[src/rtl/retire_trace_monitor_if.sv]
// Retire-stream and trace-output bundle for retire_trace_monitor.
// Ports: ret_* carry one retiring instruction per cycle (producer -> monitor);
//        out_valid/out_ready/out_rec form the trace-record stream (monitor -> consumer).
interface retire_trace_monitor_if #(
  parameter int DW = 16,
  parameter int RW = 4,
  parameter int CW = 32
);
  logic                     ret_valid;
  logic [DW-1:0]            ret_pc;
  logic                     ret_regwrite;
  logic [RW-1:0]            ret_wreg;
  logic [DW-1:0]            ret_wdata;
  logic                     ret_memread;
  logic                     ret_memwrite;
  logic [DW-1:0]            ret_addr;
  logic [DW-1:0]            ret_mdata;
  logic                     ret_halt;
  logic                     out_valid;
  logic                     out_ready;
  logic [CW+3+RW+3*DW-1:0]  out_rec;

  // Producer of retires and consumer of trace records (CPU side / bench).
  modport master (
    output ret_valid, ret_pc, ret_regwrite, ret_wreg, ret_wdata,
           ret_memread, ret_memwrite, ret_addr, ret_mdata, ret_halt,
    output out_ready,
    input  out_valid, out_rec
  );

  // The monitor itself.
  modport slave (
    input  ret_valid, ret_pc, ret_regwrite, ret_wreg, ret_wdata,
           ret_memread, ret_memwrite, ret_addr, ret_mdata, ret_halt,
    input  out_ready,
    output out_valid, out_rec
  );
endinterface

[src/rtl/retire_trace_monitor.sv]
// Retire-stream monitor: classifies each retired instruction, packs it into a
// trace record {inum, halt, kind, wreg, pc, addr, val} and buffers it in a FIFO.
// Ports: clk/rst_n (sync, active-low); bus (slave) = retire inputs + record stream;
// fifo_level, cycle/inst/drop counters, overflow (sticky), done, timeout.
module retire_trace_monitor #(
  parameter int DW         = 16,
  parameter int RW         = 4,
  parameter int DEPTH      = 8,
  parameter int CW         = 32,
  parameter int MAX_CYCLES = 100000
) (
  input  logic                     clk,
  input  logic                     rst_n,
  retire_trace_monitor_if.slave    bus,
  output logic [$clog2(DEPTH):0]   fifo_level,
  output logic [CW-1:0]            cycle_count,
  output logic [CW-1:0]            inst_count,
  output logic [CW-1:0]            drop_count,
  output logic                     overflow,
  output logic                     done,
  output logic                     timeout
);
  localparam int AW   = $clog2(DEPTH);
  localparam int RECW = CW + 3 + RW + 3*DW;

  typedef enum logic [1:0] {S_RUN, S_HALTED, S_DONE, S_TIMEOUT} state_t;

  state_t            state_q, state_d;
  logic [AW-1:0]     wr_ptr_q, wr_ptr_d, rd_ptr_q, rd_ptr_d;
  logic [AW:0]       level_q, level_d;
  logic [CW-1:0]     cyc_q, cyc_d, inst_q, inst_d, drop_q, drop_d;
  logic              ovf_q, ovf_d;
  logic [RECW-1:0]   mem_q [DEPTH];

  logic              accept, pop, full, push, drop;
  logic [1:0]        kind;
  logic [RW-1:0]     rec_wreg;
  logic [DW-1:0]     rec_addr, rec_val;
  logic [RECW-1:0]   rec;

  assign accept = (state_q == S_RUN) && bus.ret_valid;
  assign pop    = (level_q != '0) && bus.out_ready;
  assign full   = (level_q == (AW+1)'(DEPTH));
  // A full FIFO still takes the push when the head leaves in the same cycle.
  assign push   = accept && (!full || pop);
  assign drop   = accept && full && !pop;

  // Record classification; halt overrides everything and reports kind NONE.
  always_comb begin
    kind     = 2'b00;
    rec_wreg = '0;
    rec_addr = '0;
    rec_val  = '0;
    if (bus.ret_halt) begin
      kind = 2'b00;
    end else if (bus.ret_memwrite) begin
      kind     = 2'b11;
      rec_addr = bus.ret_addr;
      rec_val  = bus.ret_mdata;
    end else if (bus.ret_regwrite && bus.ret_memread) begin
      kind     = 2'b10;
      rec_wreg = bus.ret_wreg;
      rec_addr = bus.ret_addr;
      rec_val  = bus.ret_wdata;
    end else if (bus.ret_regwrite) begin
      kind     = 2'b01;
      rec_wreg = bus.ret_wreg;
      rec_val  = bus.ret_wdata;
    end
  end

  assign rec = {inst_q, bus.ret_halt, kind, rec_wreg, bus.ret_pc, rec_addr, rec_val};

  // State machine and cycle counter (counts only while running).
  always_comb begin
    state_d = state_q;
    cyc_d   = cyc_q;
    case (state_q)
      S_RUN: begin
        cyc_d = cyc_q + CW'(1);
        if (accept && bus.ret_halt)             state_d = S_HALTED;
        else if (cyc_q == CW'(MAX_CYCLES - 1))  state_d = S_TIMEOUT;
      end
      S_HALTED: if (level_q == '0) state_d = S_DONE;
      default: ;
    endcase
  end

  // Counters and FIFO bookkeeping.
  always_comb begin
    inst_d   = accept ? inst_q + CW'(1) : inst_q;
    drop_d   = drop   ? drop_q + CW'(1) : drop_q;
    ovf_d    = ovf_q | drop;
    wr_ptr_d = push ? wr_ptr_q + AW'(1) : wr_ptr_q;
    rd_ptr_d = pop  ? rd_ptr_q + AW'(1) : rd_ptr_q;
    level_d  = level_q;
    case ({push, pop})
      2'b10:   level_d = level_q + (AW+1)'(1);
      2'b01:   level_d = level_q - (AW+1)'(1);
      default: level_d = level_q;
    endcase
  end

  always_ff @(posedge clk) begin
    if (!rst_n) begin
      state_q  <= S_RUN;
      wr_ptr_q <= '0;
      rd_ptr_q <= '0;
      level_q  <= '0;
      cyc_q    <= '0;
      inst_q   <= '0;
      drop_q   <= '0;
      ovf_q    <= 1'b0;
    end else begin
      state_q  <= state_d;
      wr_ptr_q <= wr_ptr_d;
      rd_ptr_q <= rd_ptr_d;
      level_q  <= level_d;
      cyc_q    <= cyc_d;
      inst_q   <= inst_d;
      drop_q   <= drop_d;
      ovf_q    <= ovf_d;
    end
  end

  // Storage needs no reset: out_valid is derived from the level alone.
  always_ff @(posedge clk) begin
    if (rst_n && push) mem_q[wr_ptr_q] <= rec;
  end

  assign bus.out_valid = (level_q != '0);
  assign bus.out_rec   = mem_q[rd_ptr_q];
  assign fifo_level    = level_q;
  assign cycle_count   = cyc_q;
  assign inst_count    = inst_q;
  assign drop_count    = drop_q;
  assign overflow      = ovf_q;
  assign done          = (state_q == S_DONE);
  assign timeout       = (state_q == S_TIMEOUT);
endmodule

[src/flat_wrapper.sv]
// flat-port wrapper written by rule: the top's interface ports become plain ports
module retire_trace_monitor_flat 
#(
  parameter int DW         = 16,
  parameter int RW         = 4,
  parameter int DEPTH      = 8,
  parameter int CW         = 32,
  parameter int MAX_CYCLES = 100000
)
  (clk, rst_n, fifo_level, cycle_count, inst_count, drop_count, overflow, done, timeout, bus_ret_valid, bus_ret_pc, bus_ret_regwrite, bus_ret_wreg, bus_ret_wdata, bus_ret_memread, bus_ret_memwrite, bus_ret_addr, bus_ret_mdata, bus_ret_halt, bus_out_ready, bus_out_valid, bus_out_rec);
  retire_trace_monitor_if #(.DW(DW), .RW(RW), .CW(CW)) bus_i ();
  input  logic clk;
  input  logic rst_n;
  output logic [$clog2(DEPTH):0] fifo_level;
  output logic [CW-1:0] cycle_count;
  output logic [CW-1:0] inst_count;
  output logic [CW-1:0] drop_count;
  output logic overflow;
  output logic done;
  output logic timeout;
  input wire logic [$bits(bus_i.ret_valid)-1:0] bus_ret_valid;
  input wire logic [$bits(bus_i.ret_pc)-1:0] bus_ret_pc;
  input wire logic [$bits(bus_i.ret_regwrite)-1:0] bus_ret_regwrite;
  input wire logic [$bits(bus_i.ret_wreg)-1:0] bus_ret_wreg;
  input wire logic [$bits(bus_i.ret_wdata)-1:0] bus_ret_wdata;
  input wire logic [$bits(bus_i.ret_memread)-1:0] bus_ret_memread;
  input wire logic [$bits(bus_i.ret_memwrite)-1:0] bus_ret_memwrite;
  input wire logic [$bits(bus_i.ret_addr)-1:0] bus_ret_addr;
  input wire logic [$bits(bus_i.ret_mdata)-1:0] bus_ret_mdata;
  input wire logic [$bits(bus_i.ret_halt)-1:0] bus_ret_halt;
  input wire logic [$bits(bus_i.out_ready)-1:0] bus_out_ready;
  output wire logic [$bits(bus_i.out_valid)-1:0] bus_out_valid;
  output wire logic [$bits(bus_i.out_rec)-1:0] bus_out_rec;
  assign bus_i.ret_valid = bus_ret_valid;
  assign bus_i.ret_pc = bus_ret_pc;
  assign bus_i.ret_regwrite = bus_ret_regwrite;
  assign bus_i.ret_wreg = bus_ret_wreg;
  assign bus_i.ret_wdata = bus_ret_wdata;
  assign bus_i.ret_memread = bus_ret_memread;
  assign bus_i.ret_memwrite = bus_ret_memwrite;
  assign bus_i.ret_addr = bus_ret_addr;
  assign bus_i.ret_mdata = bus_ret_mdata;
  assign bus_i.ret_halt = bus_ret_halt;
  assign bus_i.out_ready = bus_out_ready;
  assign bus_out_valid = bus_i.out_valid;
  assign bus_out_rec = bus_i.out_rec;
  retire_trace_monitor #(.DW(DW), .RW(RW), .DEPTH(DEPTH), .CW(CW), .MAX_CYCLES(MAX_CYCLES)) u_core (.clk(clk), .rst_n(rst_n), .bus(bus_i), .fifo_level(fifo_level), .cycle_count(cycle_count), .inst_count(inst_count), .drop_count(drop_count), .overflow(overflow), .done(done), .timeout(timeout));
endmodule
[config.mk]
export PLATFORM = sky130hd
export DESIGN_NAME = retire_trace_monitor_flat
export DESIGN_NICKNAME = d
export VERILOG_FILES = /design/src/rtl/retire_trace_monitor_if.sv /design/src/rtl/retire_trace_monitor.sv /design/src/flat_wrapper.sv
export SDC_FILE = /design/constraint.sdc
export NUM_CORES = 1
export LEC_CHECK = 0
export CAP_MARGIN = 30
export CORE_MARGIN = 2
export CORE_UTILIZATION = 58
export CTS_CLUSTER_SIZE = 30
export DETAILED_ROUTE_END_ITERATION = 8
export PLACE_DENSITY = 0.85
export SYNTH_ARGS = -nofsm -noshare
export SYNTH_HDL_FRONTEND = slang
export SYNTH_SLANG_ARGS = --single-unit
export TNS_END_PERCENT = 5
[constraint.sdc]
create_clock -name clk -period 10.45 [get_ports clk]
set_input_delay 1.5675 -clock clk [delete_from_list [all_inputs] [get_ports clk]]
set_output_delay 1.5675 -clock clk [all_outputs]
set_load 0.005 [all_outputs]
==> results of run 1 <==
[worst max-delay path, delay by kind of cell]
family / cells / cell delay (ns)
AND/OR/NAND/NOR: 3 / 1.72
AO/OA/AOI/OAI: 1 / 0.43
buffers and inverters: 3 / 1.86
[per-layer routing]
metal  vias to the layer above  share of wire (%)
met2                       865                 51
li1                       7631                  -
met4                         0                2.5
met5                         -                  0
met3                       131                7.6
met1                      9164                 39
[per-stage QoR]
step,instances,util [%],hold slack (ns),cell area (um^2),worst slack (ns)
2_1_floorplan,1728,-,0.442,31900,0.816
3_3_place_gp,2622,64.6,0.436,35400,4.55
3_5_place_dp,2627,64.8,0.454,35500,4.42
4_1_cts,2772,69.5,0.466,38100,5.04
5_1_grt,2774,69.5,0.486,38100,4.79
6_report,2774,69.5,0.466,38100,5.11
[sequential cells by signal, summed over array words and instances (netlist names), named ones only]
signal / count
u_core.mem_q: 696
u_core.inst_count: 32
u_core.state_q: 2
u_core.drop_count: 32
u_core.fifo_level: 4
u_core.overflow: 1
u_core.wr_ptr_q: 3
u_core.cycle_count: 32
u_core.rd_ptr_q: 3
[cells by family after synthesis]
kind of cell / after synthesis / share of synthesized area [%]
buffers and inverters: 123 / 1.52
and+or+nand+nor: 331 / 5.90
xor gates and xnor gates: 28 / 0.768
DFF: 808 / 72.4
AOI/OAI and AO/OA: 153 / 3.24
adders and majority gates: 6 / 0.235
muxes: 279 / 15.9
[layout make-up]
| type | count | area share [%] |
|---|---|---|
| timing repair buffer | 302 | 7.95 |
| clock inverter | 37 | 0.900 |
| tap | 704 | 2.31 |
| inverter | 18 | 0.177 |
| sequential | 808 | 60.8 |
| multi-input combinational | 797 | 22.0 |
| clock buffer | 108 | 5.87 |
[placed cells by master, fill, tap and decap left out, drive strengths merged, types with 3 or more instances in the layout]
master	count
nor3	9
or3b	3
o21ai	14
xor2	10
clkinvlp	3
dfxtp	112
nand2	61
or4	38
o41ai	13
and2	25
a21oi	53
a22o	16
bufinv	6
edfxtp	696
and4	12
clkdlybuf4s50	265
mux2	87
ha	6
or3	14
mux4	174
nor3b	6
buf	37
o31ai	32
clkbuf	108
xnor2	18
and3	8
mux2i	18
o21a	3
nor2b	4
clkinv	24
nand3	39
nor2	35
nand4	23
inv	22
nor4	24
nand2b	24
o311ai	11
[path summary, 6_finish.rpt]
| kind | startpoint | end | slack (ns) | cells after the start |
|---|---|---|---|---|
| max | bus_ret_valid | u_core.mem_q[2][19] | 5.11 | 7 |
| min | u_core.overflow | u_core.overflow | 0.47 | 2 |
| max reg2reg | u_core.state_q[0] | u_core.mem_q[2][19] | 6.13 | 6 |
| min reg2reg | u_core.overflow | u_core.overflow | 0.47 | 2 |
[power by group through the flow]
stage                     combinational, mW  clock (mW)  sequential, mW
final                                  1.57        2.83            3.71
after global routing                   1.67        2.97            3.73
after CTS                              1.59        2.86            3.72
after detailed placement               1.56           0            3.78
after global placement                 1.52           0            3.78
after floorplan                        1.02           0            3.71
==> flow_summary.ini, run 1 <==
[cts]
htree_levels = 3
clockBufferDepth = 3
cts-root-buf = clkbuf_16
cts_resized = 0
cts_setup_buffers = 0
cts_tree = done
clkSinkCount = 808
cts_made_buffers = 81
ctsHoldBuffers = 0
clock_latency_ns = 0.62
clk_pin_slew_ns = 0.06

[cells_and_area]
nNetsFinal = 2090
diodes = 0
fill_cells = 3231
seqCellArea_mm2 = 0.0232
layout-drive-gt1-share_pct = 20.7
multi_input_area_mm2 = 0.00837
area_growth_syn_to_layout_pct = 19.2

[global_routing]
grt_pass1_wl_um = 111000
antenna_found_initial = 0
grt_pass1_vias = 18100
grt_overflow = 0
grt_max_degree = 97
grt_usage_pct = 26.0
grtUsageMet1_pct = 35.5
grt_util_met2_pct = 43.4
globalRouteMet3Util_pct = 4.55
busiest_layer = met2

[detailed_routing]
num_vias = 17800
ant_nets = 0
drt_iter0_markers = 1672
wl_per_cell_um = 26.4
first_pass_iters = 5
drcViolationCount = 0
drt-total-wl_um = 73300
vias_per_cell = 6.41

[floorplan]
design.core.area_mm2 = 0.0548
die_h_um = 239
ios = 267
die_w_um = 239
initial_core_util_pct = 58.3
die-area_mm2 = 0.0570
rows = 86

[pwr]
p_leak_nw = 11.9
peakVddDrop_v = 0.000225
clkPwrFrac_pct = 34.9
total_power_mw = 8.11
internal_power_mw = 6.17
comb_power_share_pct = 19.3
swShare_pct = 24.0
sequentialPowerShare_pct = 45.8
power.switching_mw = 1.94
power_density_mw_per_mm2 = 213

[logic_synthesis]
netlist_top_cells_count = edfxtp_1, mux4_2, dfxtp_1
synth_area_leaders = edfxtp_1, mux4_2, dfxtp_1
synth_seq_cells = 808
synth_flop_cell = edfxtp_1
ys_types = 52
synth.most_common_cell = edfxtp_1
netlist_area_mm2 = 0.0319
syn_nets = 1810
synth_top_cell_by_area = edfxtp_1
async_flop_share_pct = 0
yosysWarnings = 0
synth_edf_count = 696
yosysTopAreaCellShare_pct = 65.4
syn_avg_cell_area_um2 = 18.5
synth_cells = 1728
yosysSeqAreaShare_pct = 72.4

[worst_setup_path]
slowest_delay_ns = 0.88
worstPathArrival_ns = 5.59
required_ns = 10.70
start_kind = primary input
cp-end-kind = flip-flop
path_cells = clkdlybuf4s50_1, or3b_4, a21oi_1, nand3b_1, nor3b_2, buf_4, buf_4
crit_type = in2reg
cp_slowest_cell = nor3b_2
cp_max_fo = 51
cpMostUsedCell = buf_4

[placement]
hpwl_um = 40900
gp_congestion = 0.851
io_buffer_count = 266

[sta]
finalSetupTns_ns = 0
rsz0062_at_grt = no
fmax_ghz = 0.187
maxSlewViolCount = 0
finalSetupViolations = 0
fin_crit_ns = 5.34
hold_viol = 0
finalCritPeriodShare_pct = 51.1
tightestPinTransition_ns = 0.958
max-slew-margin-rel_pct = 35.8
finalClockSkew_ns = 0.0198

[status]
status = finished clean

[hold_path]
hold_path.class = reg2reg

[run]
max_cap_violations = 0
No activity file was read; power rests on OpenSTA's default activity.
==> run 2, diff against run 1 <==
==> constraint.sdc (replaced) <==
create_clock -name clk -period 5.5 [get_ports clk]
set_input_delay 0.825 -clock clk [delete_from_list [all_inputs] [get_ports clk]]
set_output_delay 0.825 -clock clk [all_outputs]
set_load 0.005 [all_outputs]
==> run 2 against run 1 <==
Critical path type is now reg2out. Die area is the same. Non-clock buffer count down 4. Sequential share of layout area rose by 0.15 points. Worst hold slack improved by 0.028 ns. Register-to-register slack got worse by 3.7 ns. Largest cell class unchanged. Setup slack worse by 3.7 ns.
==> flow_summary.ini, run 2 (synthesized netlist as in run 1, its figures left out) <==
[pwr]
power.switching_mw = 3.74
clkPwrFrac_pct = 33.1
sequentialPowerShare_pct = 46.3
peakVddDrop_v = 0.000248
p_leak_nw = 11.8
power_density_mw_per_mm2 = 398
comb_power_share_pct = 20.6
swShare_pct = 24.7
internal_power_mw = 11.4

[worst_setup_path]
start_kind = flip-flop
r2r_start = u_core.state_q[0]
cp-end-kind = output port
required_ns = 4.68
r2r-end = u_core.mem_q[5][21]
rr_worst_depth = 5
worstPathArrival_ns = 3.23
crit_type = reg2out
r2r_slack_ns = 2.40
cp_max_fo = 62

[sta]
worst_slack_ns = 1.45
rsz0062_at_grt = no
tightestPinTransition_ns = 1.03
finalCritPeriodShare_pct = 73.7
max-slew-margin-rel_pct = 31.5
fmax_ghz = 0.247
hold_viol = 0
finalClockSkew_ns = 0.0195
fin_crit_ns = 4.05
finalSetupViolations = 0
maxSlewViolCount = 0
hold_ws_ns = 0.494

[status]
status = finished clean

[floorplan]
die-area_mm2 = 0.0570
design.core.area_mm2 = 0.0548
rows = 86
initial_core_util_pct = 58.3
die_w_um = 239
ios = 267
die_h_um = 239

[cells_and_area]
layout.cells.non_filler = 2759
final_cell_mix = edfxtp_1, clkdlybuf4s50_1, mux4_2, dfxtp_1, mux2_2
fin_util_pct = 69.3
seqCellArea_mm2 = 0.0232
largest_reg_flops = 696
area_growth_syn_to_layout_pct = 18.9
multi_input_area_mm2 = 0.00841
regMostFlops = u_core.mem_q
final_common_cell = edfxtp_1
nNetsFinal = 2083
fill_cells = 3240
layout-drive-gt1-share_pct = 20.3
diodes = 0

[global_routing]
antenna_found_initial = 1
grt_overflow = 0
grt_pass1_vias = 18400
grt_usage_pct = 26.5
grt_pass1_wl_um = 113000
grt_max_degree = 88

[hold_path]
min-delay-start = u_core.drop_count[29]
hold_path.class = reg2reg
whs_path_depth = 2
hold_end = u_core.drop_count[29]

[cts]
cts_resized = 0
clkSinkCount = 808
clk_pin_slew_ns = 0.06
htree_levels = 3
clockBufferDepth = 3
cts_setup_buffers = 0
cts-root-buf = clkbuf_16
cts_tree = done
clock_latency_ns = 0.63
ctsHoldBuffers = 0
cts_made_buffers = 78

[detailed_routing]
routed.top_layer = met5
first_pass_iters = 5
drt_iter0_markers = 1586
wl_met1_um = 28000
ant_nets = 0
num_vias = 17800
route.met2.wl_um = 38300
drt-total-wl_um = 74800
vias_per_cell = 6.46
met3_length_um = 6530
wl_per_cell_um = 27.1
drcViolationCount = 0

[placement]
post-place-cells = 2624
hpwl_um = 40800
gp_congestion = 0.869
pre_cts_ws_ns = 1.60
io_buffer_count = 266

[run]
max_cap_violations = 0
## run 2: cell types whose count changed in the layout (fill, tap and decap cells not counted), sizes merged
cell and change:
clkinv +13, inv -4, buf -4, clkbuf -15, bufinv -5
## run 2: how the worst max path moves through the flow
stage / from / end / slack, ns
after floorplan: bus_ret_valid / u_core.mem_q[3][0] / -0.58
after global placement: bus_out_ready / u_core.drop_count[18] / 1.64
after detailed placement: bus_ret_valid / u_core.mem_q[7][21] / 1.60
after CTS: flip-flop / bus_out_rec[28] / 1.19
after global routing: flip-flop / bus_out_rec[63] / 1.31
final: flip-flop / bus_out_rec[63] / 1.45
## run 2: layer usage
metal  vias to the layer above  global-route usage [%]
met3                       152                    6.61
met2                       917                    44.7
met5                         -                       0
met4                         2                    7.54
li1                       7600                       -
met1                      9160                    34.7
## run 2: power groups by stage
stage | clock network [mW] | logic (mW) | registers (mW)
after global placement | 0 | 2.94 | 7.20
after floorplan | 0 | 1.94 | 7.03
after global routing | 5.29 | 3.34 | 7.02
after detailed placement | 0 | 2.99 | 7.22
final | 5.01 | 3.11 | 7.00
after CTS | 5.09 | 3.05 | 7.10
## run 2: critical path: stages (launching register included)
cell	delay, ns
dfxtp_4	0.93
buf_12	0.42
mux4_2	0.39
mux2_2	0.29
clkdlybuf4s50_1	0.53
## run 2: area by class of cell
class	instances	share of cell area [%]
clock buffer	93	5.46
timing repair buffer	298	8.20
tap	704	2.32
inverter	18	0.178
sequential	808	61.0
multi-input combinational	797	22.1
clock inverter	41	0.758
## run 2: through the flow
step,power [mW],instance area [um^2],setup TNS [ns]
global route,15.6,38000,0
finish,15.1,38000,0
floorplan,8.98,32000,-185.66
CTS,15.2,38000,0
detailed placement,10.2,35600,0
global placement,10.1,35600,0
==> run 3, diff against run 2 <==
--- a/config.mk
+++ b/config.mk
@@ -7,10 +7,10 @@
 export LEC_CHECK = 0
 export CAP_MARGIN = 30
 export CORE_MARGIN = 2
-export CORE_UTILIZATION = 58
+export CORE_UTILIZATION = 52
 export CTS_CLUSTER_SIZE = 30
 export DETAILED_ROUTE_END_ITERATION = 8
-export PLACE_DENSITY = 0.85
+export PLACE_DENSITY = 0.81
 export SYNTH_ARGS = -nofsm -noshare
 export SYNTH_HDL_FRONTEND = slang
 export SYNTH_SLANG_ARGS = --single-unit
==> constraint.sdc (replaced) <==
create_clock -name clk -period 3.67 [get_ports clk]
set_input_delay 0.5505 -clock clk [delete_from_list [all_inputs] [get_ports clk]]
set_output_delay 0.5505 -clock clk [all_outputs]
set_load 0.005 [all_outputs]
==> run 3 against run 2 <==
Total power rose by 52%. Critical path depth rose by 1. Critical path type unchanged. Global-route usage fell by 3.3 points. Setup slack got worse by 1.3 ns. Clock skew rose by 0.011 ns.
==> flow_summary.ini, run 3 (synthesized netlist as in run 1, its figures left out) <==
[worst_setup_path]
r2r_slack_ns = 0.97
crit_type = reg2out
rr_worst_depth = 5
critPathBufInv = 3
slowest_delay_ns = 0.55
required_ns = 3.12
start_kind = flip-flop
cp-end-kind = output port
path_cells = buf_12, buf_12, mux4_2, mux2_2, clkdlybuf4s50_1
cp_slowest_cell = dfxtp_4
cp_top_family = buffers and inverters
r2r_start = u_core.state_q[0]
r2r-end = u_core.mem_q[0][78]
worstPathArrival_ns = 2.95
cp_max_fo = 18
cpMostUsedCell = buf_12

[global_routing]
grt_pass1_vias = 17900
grt_overflow = 0
grt_usage_pct = 23.2
grt_pass1_wl_um = 111000
grt_max_degree = 88
antenna_found_initial = 0

[sta]
max-slew-margin-rel_pct = 34.1
rsz0062_at_grt = no
finalCritPeriodShare_pct = 95.5
tightestPinTransition_ns = 0.986
finalSetupViolations = 0
finalClockSkew_ns = 0.0305
maxSlewViolCount = 0
worst_slack_ns = 0.166
fin_crit_ns = 3.50
fmax_ghz = 0.285
hold_viol = 0

[floorplan]
ios = 267
die_h_um = 252
die-area_mm2 = 0.0634
rows = 90
die_w_um = 252
initial_core_util_pct = 52.7
design.core.area_mm2 = 0.0606

[detailed_routing]
num_vias = 17600
ant_nets = 0
vias_per_cell = 6.13
wl_per_cell_um = 25.5
drcViolationCount = 0
first_pass_iters = 5
drt-total-wl_um = 73200
drt_iter0_markers = 1492

[pwr]
p_leak_nw = 12.0
power_density_mw_per_mm2 = 598
peakVddDrop_v = 0.000364

[cells_and_area]
nNetsFinal = 2105
fin_util_pct = 63.5
diodes = 0
multi_input_area_mm2 = 0.00843
regMostFlops = u_core.mem_q
layout-drive-gt1-share_pct = 21.3
largest_reg_flops = 696
seqCellArea_mm2 = 0.0232
final_cell_mix = edfxtp_1, clkdlybuf4s50_1, mux4_2, dfxtp_1, mux2_2
final_common_cell = edfxtp_1
area_growth_syn_to_layout_pct = 20.5
fill_cells = 4002

[hold_path]
hold_path.class = reg2reg
min-delay-start = u_core.drop_count[31]
whs_path_depth = 2
hold_end = u_core.drop_count[31]

[cts]
htree_levels = 3
clkSinkCount = 808
cts_tree = done
cts_resized = 0
cts_made_buffers = 80
clockBufferDepth = 3
clk_pin_slew_ns = 0.06
cts_setup_buffers = 0
ctsHoldBuffers = 0
clock_latency_ns = 0.62
cts-root-buf = clkbuf_16

[placement]
pre_cts_ws_ns = 0.375
io_buffer_count = 266
hpwl_um = 42400
gp_congestion = 0.880

[status]
status = finished clean

[run]
max_cap_violations = 0
run 3: worst min-delay path: stages (launching register included):
cell and delay [ns]:
dfxtp_1 0.31, nand2_1 0.06, mux2i_1 0.05
run 3: metal layers:
layer,vias to the layer above,part of all wire (%),global-route usage (%)
li1,7654,-,-
met1,9132,40,31.4
met2,716,51,38.9
met3,83,8.1,4.93
met4,0,1.5,5.63
met5,-,0,0
run 3: stage by stage:
step	area [um^2]	cells	hold slack [ns]	total power [mW]	TNS [ns]
after global placement	36000	2722	0.457	15.4	0
final	38500	2868	0.475	23.0	0
after CTS	38500	2867	0.463	23.3	0
after floorplan	32000	1728	0.442	13.5	-338.81
after global routing	38500	2868	0.509	23.9	0
after detailed placement	36000	2722	0.465	15.5	0
run 3: area by class of cell:
class | instances | share of cell area (%)
Inverter | 18 | 0.175
Clock buffer | 96 | 5.46
Sequential cell | 808 | 60.1
Multi-Input combinational cell | 797 | 21.9
Timing Repair Buffer | 318 | 8.78
Tap cell | 782 | 2.54
Clock inverter | 49 | 0.991
run 3: report_power, final:
part           total [mW]  leakage [nW]  internal, mW  switching, mW
clock network        7.75          1.20          4.38           3.36
logic                4.78          3.42          2.78           2.00
registers            10.5          7.40          10.3          0.258
run 3: worst max path at each step:
| stage | from | end | slack [ns] | depth (start not counted) |
|---|---|---|---|---|
| finish | flip-flop | bus_out_rec[20] | 0.17 | 5 |
| global route | flip-flop | bus_out_rec[17] | 0.04 | 5 |
| CTS | flip-flop | bus_out_rec[58] | 0.03 | 4 |
| detailed placement | bus_out_ready | u_core.mem_q[0][29] | 0.38 | 6 |
| global placement | bus_out_ready | u_core.mem_q[0][36] | 0.47 | 6 |
| floorplan | bus_ret_valid | u_core.mem_q[3][0] | -0.65 | 5 |
